==> config.mk <==
export PLATFORM = sky130hd
export DESIGN_NAME = ws2812_mem_reader_flat
export DESIGN_NICKNAME = d
export VERILOG_FILES = /design/src/rtl/ws2812_mem_reader_if.sv /design/src/rtl/ws2812_mem_reader.sv /design/src/flat_wrapper.sv
export SDC_FILE = /design/constraint.sdc
export NUM_CORES = 1
export LEC_CHECK = 0
export CAP_MARGIN = 0
export CELL_PAD_IN_SITES_DETAIL_PLACEMENT = 2
export CELL_PAD_IN_SITES_GLOBAL_PLACEMENT = 2
export CORE_UTILIZATION = 35
export CTS_BUF_LIST = sky130_fd_sc_hd__clkbuf_8 sky130_fd_sc_hd__clkbuf_16
export CTS_CLUSTER_SIZE = 28
export DETAILED_ROUTE_END_ITERATION = 16
export HOLD_SLACK_MARGIN = 0.02
export PLACE_DENSITY = 0.86
export SYNTH_ARGS = -nofsm -noshare
export SYNTH_HDL_FRONTEND = slang
export SYNTH_SLANG_ARGS = --single-unit
==> constraint.sdc <==
create_clock -name clk -period 3.26 [get_ports clk]
set_input_delay 0.326 -clock clk [delete_from_list [all_inputs] [get_ports clk]]
set_output_delay 0.326 -clock clk [all_outputs]
set_load 0.03 [all_outputs]
==> src/rtl/ws2812_mem_reader_if.sv <==
// ---------------------------------------------------------------------------
// ws2812_mem_reader_if
//   Bundles the frame-request handshake, the 8051 data-RAM read port and the
//   WS2812 line output of ws2812_mem_reader.
//   master : the reader (drives RAM address/strobe, LED line, busy/done)
//   slave  : the environment (drives start, returns RAM data)
// Signals
//   start     frame request, sampled only while the reader is idle
//   mem_addr  RAM read address (8 bit)
//   mem_rd_n  RAM read strobe, active-low, one cycle per byte
//   mem_data  RAM read data, combinational from mem_addr
//   led_dout  WS2812 one-wire NRZ data
//   busy      high while a frame is being fetched, sent or latched
//   done      one-cycle pulse when the latch time has elapsed
// ---------------------------------------------------------------------------
interface ws2812_mem_reader_if;
  logic       start;
  logic [7:0] mem_addr;
  logic       mem_rd_n;
  logic [7:0] mem_data;
  logic       led_dout;
  logic       busy;
  logic       done;

  modport master (
    input  start, mem_data,
    output mem_addr, mem_rd_n, led_dout, busy, done
  );

  modport slave (
    output start, mem_data,
    input  mem_addr, mem_rd_n, led_dout, busy, done
  );
endinterface

==> src/rtl/ws2812_mem_reader.sv <==
// ---------------------------------------------------------------------------
// ws2812_mem_reader
//   Fetches the G,R,B colour table written by the 8051 into its data RAM and
//   serialises it MSB first onto a WS2812 chain, followed by the low latch
//   period. Every bit is exactly TBIT cycles; bytes follow each other with no
//   gap because the next byte is prefetched during the last bit of the
//   current one.
// Ports
//   clk  system clock, posedge
//   rst  synchronous reset, active-high
//   bus  ws2812_mem_reader_if.master : start, mem_addr, mem_rd_n, mem_data,
//        led_dout, busy, done (all outputs registered)
// ---------------------------------------------------------------------------
module ws2812_mem_reader #(
  parameter logic [7:0] BASE_ADDR = 8'h10,
  parameter int         NUM_LEDS  = 8,
  parameter int         T0H       = 20,
  parameter int         T1H       = 40,
  parameter int         TBIT      = 62,
  parameter int         TRESET    = 2600
) (
  input  logic                       clk,
  input  logic                       rst,
  ws2812_mem_reader_if.master        bus
);

  localparam int NBYTES = 3 * NUM_LEDS;
  localparam int TMAX   = (TBIT > TRESET) ? TBIT : TRESET;
  localparam int TW     = $clog2(TMAX + 1);
  localparam int BW     = $clog2(NBYTES + 1);

  // Timer terminal counts: each phase runs from 0 up to its length minus one.
  localparam logic [TW-1:0] T0H_M1  = TW'(T0H - 1);
  localparam logic [TW-1:0] T1H_M1  = TW'(T1H - 1);
  localparam logic [TW-1:0] T0L_M1  = TW'(TBIT - T0H - 1);
  localparam logic [TW-1:0] T1L_M1  = TW'(TBIT - T1H - 1);
  localparam logic [TW-1:0] TRST_M1 = TW'(TRESET - 1);
  localparam logic [BW-1:0] LAST_BYTE = BW'(NBYTES - 1);

  typedef enum logic [2:0] {IDLE, FETCH, BIT_HI, BIT_LO, LATCH} state_t;

  state_t        state_q;
  logic [TW-1:0] timer_q;
  logic [2:0]    bit_q;
  logic [BW-1:0] byte_q;
  logic [7:0]    shift_q;
  logic [7:0]    hold_q;
  logic [7:0]    addr_q;
  logic          rd_n_q;
  logic          dout_q;
  logic          busy_q;
  logic          done_q;

  logic [TW-1:0] hi_end;
  logic [TW-1:0] lo_end;
  logic          last_byte;
  logic [7:0]    next_byte_d;

  assign hi_end    = shift_q[7] ? T1H_M1 : T0H_M1;
  assign lo_end    = shift_q[7] ? T1L_M1 : T0L_M1;
  assign last_byte = (byte_q == LAST_BYTE);
  // If the low phase is a single cycle, the prefetch strobe and the byte
  // boundary fall in the same cycle, so take the RAM data directly.
  assign next_byte_d = rd_n_q ? hold_q : bus.mem_data;

  always_ff @(posedge clk) begin
    if (rst) begin
      state_q <= IDLE;
      timer_q <= '0;
      bit_q   <= '0;
      byte_q  <= '0;
      addr_q  <= BASE_ADDR;
      rd_n_q  <= 1'b1;
      dout_q  <= 1'b0;
      busy_q  <= 1'b0;
      done_q  <= 1'b0;
    end else begin
      rd_n_q <= 1'b1;
      done_q <= 1'b0;
      case (state_q)
        IDLE: begin
          if (bus.start) begin
            state_q <= FETCH;
            addr_q  <= BASE_ADDR;
            rd_n_q  <= 1'b0;
            busy_q  <= 1'b1;
            byte_q  <= '0;
            timer_q <= '0;
          end
        end
        FETCH: begin
          shift_q <= bus.mem_data;
          bit_q   <= 3'd7;
          timer_q <= '0;
          dout_q  <= 1'b1;
          state_q <= BIT_HI;
        end
        BIT_HI: begin
          if (timer_q == hi_end) begin
            timer_q <= '0;
            dout_q  <= 1'b0;
            state_q <= BIT_LO;
            // Last bit of a non-final byte: strobe the next address in the
            // first low cycle so the byte is ready at the bit boundary.
            if ((bit_q == 3'd0) && !last_byte) begin
              rd_n_q <= 1'b0;
              addr_q <= addr_q + 8'd1;
            end
          end else begin
            timer_q <= timer_q + TW'(1);
          end
        end
        BIT_LO: begin
          if (!rd_n_q) hold_q <= bus.mem_data;
          if (timer_q == lo_end) begin
            timer_q <= '0;
            if (bit_q != 3'd0) begin
              shift_q <= {shift_q[6:0], 1'b0};
              bit_q   <= bit_q - 3'd1;
              dout_q  <= 1'b1;
              state_q <= BIT_HI;
            end else if (last_byte) begin
              state_q <= LATCH;
            end else begin
              shift_q <= next_byte_d;
              bit_q   <= 3'd7;
              byte_q  <= byte_q + BW'(1);
              dout_q  <= 1'b1;
              state_q <= BIT_HI;
            end
          end else begin
            timer_q <= timer_q + TW'(1);
          end
        end
        LATCH: begin
          if (timer_q == TRST_M1) begin
            timer_q <= '0;
            state_q <= IDLE;
            busy_q  <= 1'b0;
            done_q  <= 1'b1;
          end else begin
            timer_q <= timer_q + TW'(1);
          end
        end
        default: state_q <= IDLE;
      endcase
    end
  end

  assign bus.mem_addr = addr_q;
  assign bus.mem_rd_n = rd_n_q;
  assign bus.led_dout = dout_q;
  assign bus.busy     = busy_q;
  assign bus.done     = done_q;

endmodule

==> src/flat_wrapper.sv <==
// flat-port wrapper written by rule: the top's interface ports become plain ports
module ws2812_mem_reader_flat 
#(
  parameter logic [7:0] BASE_ADDR = 8'h10,
  parameter int         NUM_LEDS  = 8,
  parameter int         T0H       = 20,
  parameter int         T1H       = 40,
  parameter int         TBIT      = 62,
  parameter int         TRESET    = 2600
)
  (clk, rst, bus_start, bus_mem_data, bus_mem_addr, bus_mem_rd_n, bus_led_dout, bus_busy, bus_done);
  ws2812_mem_reader_if bus_i ();
  input  logic clk;
  input  logic rst;
  input wire logic [$bits(bus_i.start)-1:0] bus_start;
  input wire logic [$bits(bus_i.mem_data)-1:0] bus_mem_data;
  output wire logic [$bits(bus_i.mem_addr)-1:0] bus_mem_addr;
  output wire logic [$bits(bus_i.mem_rd_n)-1:0] bus_mem_rd_n;
  output wire logic [$bits(bus_i.led_dout)-1:0] bus_led_dout;
  output wire logic [$bits(bus_i.busy)-1:0] bus_busy;
  output wire logic [$bits(bus_i.done)-1:0] bus_done;
  assign bus_i.start = bus_start;
  assign bus_i.mem_data = bus_mem_data;
  assign bus_mem_addr = bus_i.mem_addr;
  assign bus_mem_rd_n = bus_i.mem_rd_n;
  assign bus_led_dout = bus_i.led_dout;
  assign bus_busy = bus_i.busy;
  assign bus_done = bus_i.done;
  ws2812_mem_reader #(.BASE_ADDR(BASE_ADDR), .NUM_LEDS(NUM_LEDS), .T0H(T0H), .T1H(T1H), .TBIT(TBIT), .TRESET(TRESET)) u_core (.clk(clk), .rst(rst), .bus(bus_i));
endmodule
==> flow_summary.json <==
{
  "die_area_mm2": 0.00783,
  "antenna_left": 0,
  "die_h_um": 88.5,
  "final_max_slew_viol_count": 0,
  "hold_viol_final": 0,
  "rr_startpoint": "u_core.timer_q[6]",
  "netlist_area_mm2": 0.00262,
  "ctsRootBufferMaster": "clkbuf_8",
  "leakage_nw": 1.04,
  "syn_to_final_growth_pct": 17.7,
  "ys_seq_area_frac": 0.451,
  "synthesis.instances": 280,
  "worst_ep_required_time_ns": 3.22,
  "dp_cells": 394,
  "ff2ff_setup_slack_ns": 0.70,
  "post-dp-hpwl_um": 5400,
  "tightest_slew_ns": 0.913,
  "hold_start": "u_core.bus.busy",
  "power_density_mw_per_mm2": 550,
  "fin_crit_sh": 0.785,
  "synthMostInstantiatedCell": "dfxtp_1",
  "globalplace.congestion": 0.740,
  "cts_sinks": 51,
  "drc": 0,
  "drt_pass1_iterations": 4,
  "nNetsFinal": 319,
  "grt_pass1_wl_um": 12200,
  "drv_cap": 0,
  "wl_per_cell_um": 18.2,
  "finClkSkew_ns": 0.00790,
  "synth-simple-area-share": 0.268,
  "drt-total-wl_um": 7340,
  "ys.flop_type": "dfxtp_1",
  "ys_types": 51,
  "path_clk_slew_ns": 0.10,
  "grt_pass1_vias": 2428,
  "whs_path_depth": 2,
  "cts_tree": "yes",
  "cts_buffer_depth": 2,
  "synth-compound-area-share": 0.125,
  "cts_setup_buffers": 0,
  "num_io_pins": 23,
  "path_class": "reg2reg",
  "insertion_delay_ns": 0.31,
  "finalNonFillerCells": 402,
  "synth_common_cells": "35 x dfxtp_1, 28 x nand2_1, 20 x nor3_1",
  "reg2reg_to": "u_core.shift_q[0]",
  "worstHoldPathType": "reg2reg",
  "postCtsResizedCells": 0,
  "viasPerCell": 5.53,
  "cts_htree_levels": 2,
  "synth_top_area_share": 0.268,
  "synthArstFlopShare": 0,
  "cp-end-kind": "flop",
  "synth-edff-count": 16,
  "relSlewSlack": 0.389,
  "critPathArrivalTime_ns": 2.52,
  "holdBufCountCts": 0,
  "ir_drop_v": 0.000205,
  "muxShareOfSynthArea": 0.0612,
  "insertedDiodeCount": 0,
  "rows": 31,
  "synthXorXnorAreaFrac": 0.0334,
  "fin_crit_ns": 2.56,
  "synth.area.top_cells": "dfxtp_1 27%, edfxtp_1 18%, nand2_1 4.0%",
  "overflow": 0,
  "synth-adder-area-share": 0.0287,
  "avgSynthCellArea_um2": 9.35,
  "cp_max_fo": 8,
  "grt_setup_unrepaired": "false",
  "start_util": 0.361,
  "setup_viol_count_final": 0,
  "synth_area_leader_cell": "dfxtp_1",
  "holdWs_ns": 0.506,
  "yosysWarningCount": 0,
  "track_usage": 0.204,
  "cts_buffers": 5,
  "layout-drive-gt1-share": 0.106,
  "setup_tns_ns": 0,
  "num_vias": 2225,
  "synth_top_family_by_area": "simple AND/OR/NAND/NOR gates",
  "ys_ff_latch": 51,
  "core_area_mm2": 0.00725,
  "syn_nets": 297,
  "hold_end": "u_core.bus.busy",
  "grt_max_degree": 22,
  "cp-start-kind": "flop",
  "drtIter0Drc": 64,
  "die_w_um": 88.5,
  "antenna_found_initial": 0,
  "place.port_buffers": 22,
  "timing.fmax_mhz": 391,
  "status": "finished, final reports clean",
  "reg2regPathDepth": 4
}
[layer usage]
metal  wire length, um  vias to the layer above  GRT usage
met3               162                       12     0.0345
met4               129                        0     0.0689
met5                 0                        -          0
met1              3230                     1117      0.248
met2              3820                       31      0.363
li1                  -                     1065          -
[registers in the layout (all words and copies together), names as in the netlist]
register	cells
u_core.shift_q	8
u_core.bus.led_dout	1
u_core.byte_q	5
u_core.timer_q	12
u_core.bus.mem_rd_n	1
u_core.bus.mem_addr	8
u_core.bus.busy	1
u_core.hold_q	8
u_core.state_q	3
u_core.bit_q	3
u_core.bus.done	1
[through the flow]
stage           util  cell area (um^2)  setup slack, ns  power (mW)
2_1_floorplan      -              2620            0.966        1.03
5_1_grt        0.425              3080            0.550        1.78
4_1_cts        0.425              3080            0.655        1.72
3_5_place_dp   0.406              2950            0.664        1.17
3_3_place_gp   0.406              2950            0.779        1.15
6_report       0.425              3080            0.700        1.70
[layout by cell type, fill, tap and decap left out, drive strengths merged, types with 2 or more instances in the layout]
cell type       n
a211oi          3
a21oi          12
a311oi          2
a31oi           3
a41oi           2
and2            5
and3            2
buf             5
bufinv          2
clkbuf          5
clkdlybuf4s50  22
dfxtp          35
edfxtp         16
ha              6
inv             9
mux2            8
mux2i           7
nand2          28
nand2b          5
nand3          13
nand3b          5
nand4           4
nor2           17
nor2b           2
nor3           20
nor4            6
o21a            3
o21ai          16
o22ai           2
or2             3
or3             6
or4             3
xnor2           9
[final cells by class]
class / count / area, um^2
fillers: 797 / 4170
multi-input cells: 208 / 1350
flip-flops and latches: 51 / 1180
repair buffers: 27 / 258
well taps: 99 / 124
clock buffers: 5 / 68.8
clock inverters: 3 / 67.6
inverters: 9 / 33.8
[power by group]
part	internal [mW]	switching (mW)	total (mW)
sequential	0.702	0.0451	0.747
combinational	0.160	0.256	0.416
clock	0.306	0.226	0.533
total	1.17	0.527	1.70
[worst max-delay path, stage by stage (launching register included)]
cell       delay (ns)
dfxtp_1          0.36
or4_4            0.59
a2111oi_2        0.39
a31oi_1          0.29
nor2_1           0.57
[how the worst max path moves through the flow]
stage | start | end | slack [ns]
after floorplan | u_core.timer_q[6] | u_core.shift_q[0] | 0.97
after global placement | u_core.timer_q[6] | u_core.shift_q[2] | 0.78
after detailed placement | u_core.timer_q[6] | u_core.shift_q[6] | 0.66
after CTS | u_core.timer_q[6] | u_core.shift_q[6] | 0.65
after global routing | u_core.timer_q[6] | u_core.shift_q[7] | 0.55
final | u_core.timer_q[6] | u_core.shift_q[0] | 0.70
[kinds of logic after synthesis]
kind of cell               Yosys count
xor gates and xnor gates            10
buffers and inverters               21
AOI/OAI and AO/OA                   51
muxes                               15
adders and majority gates            6
and+or+nand+nor                    126
DFF                                 51
Note: power is estimated with default switching activity, not from simulation.
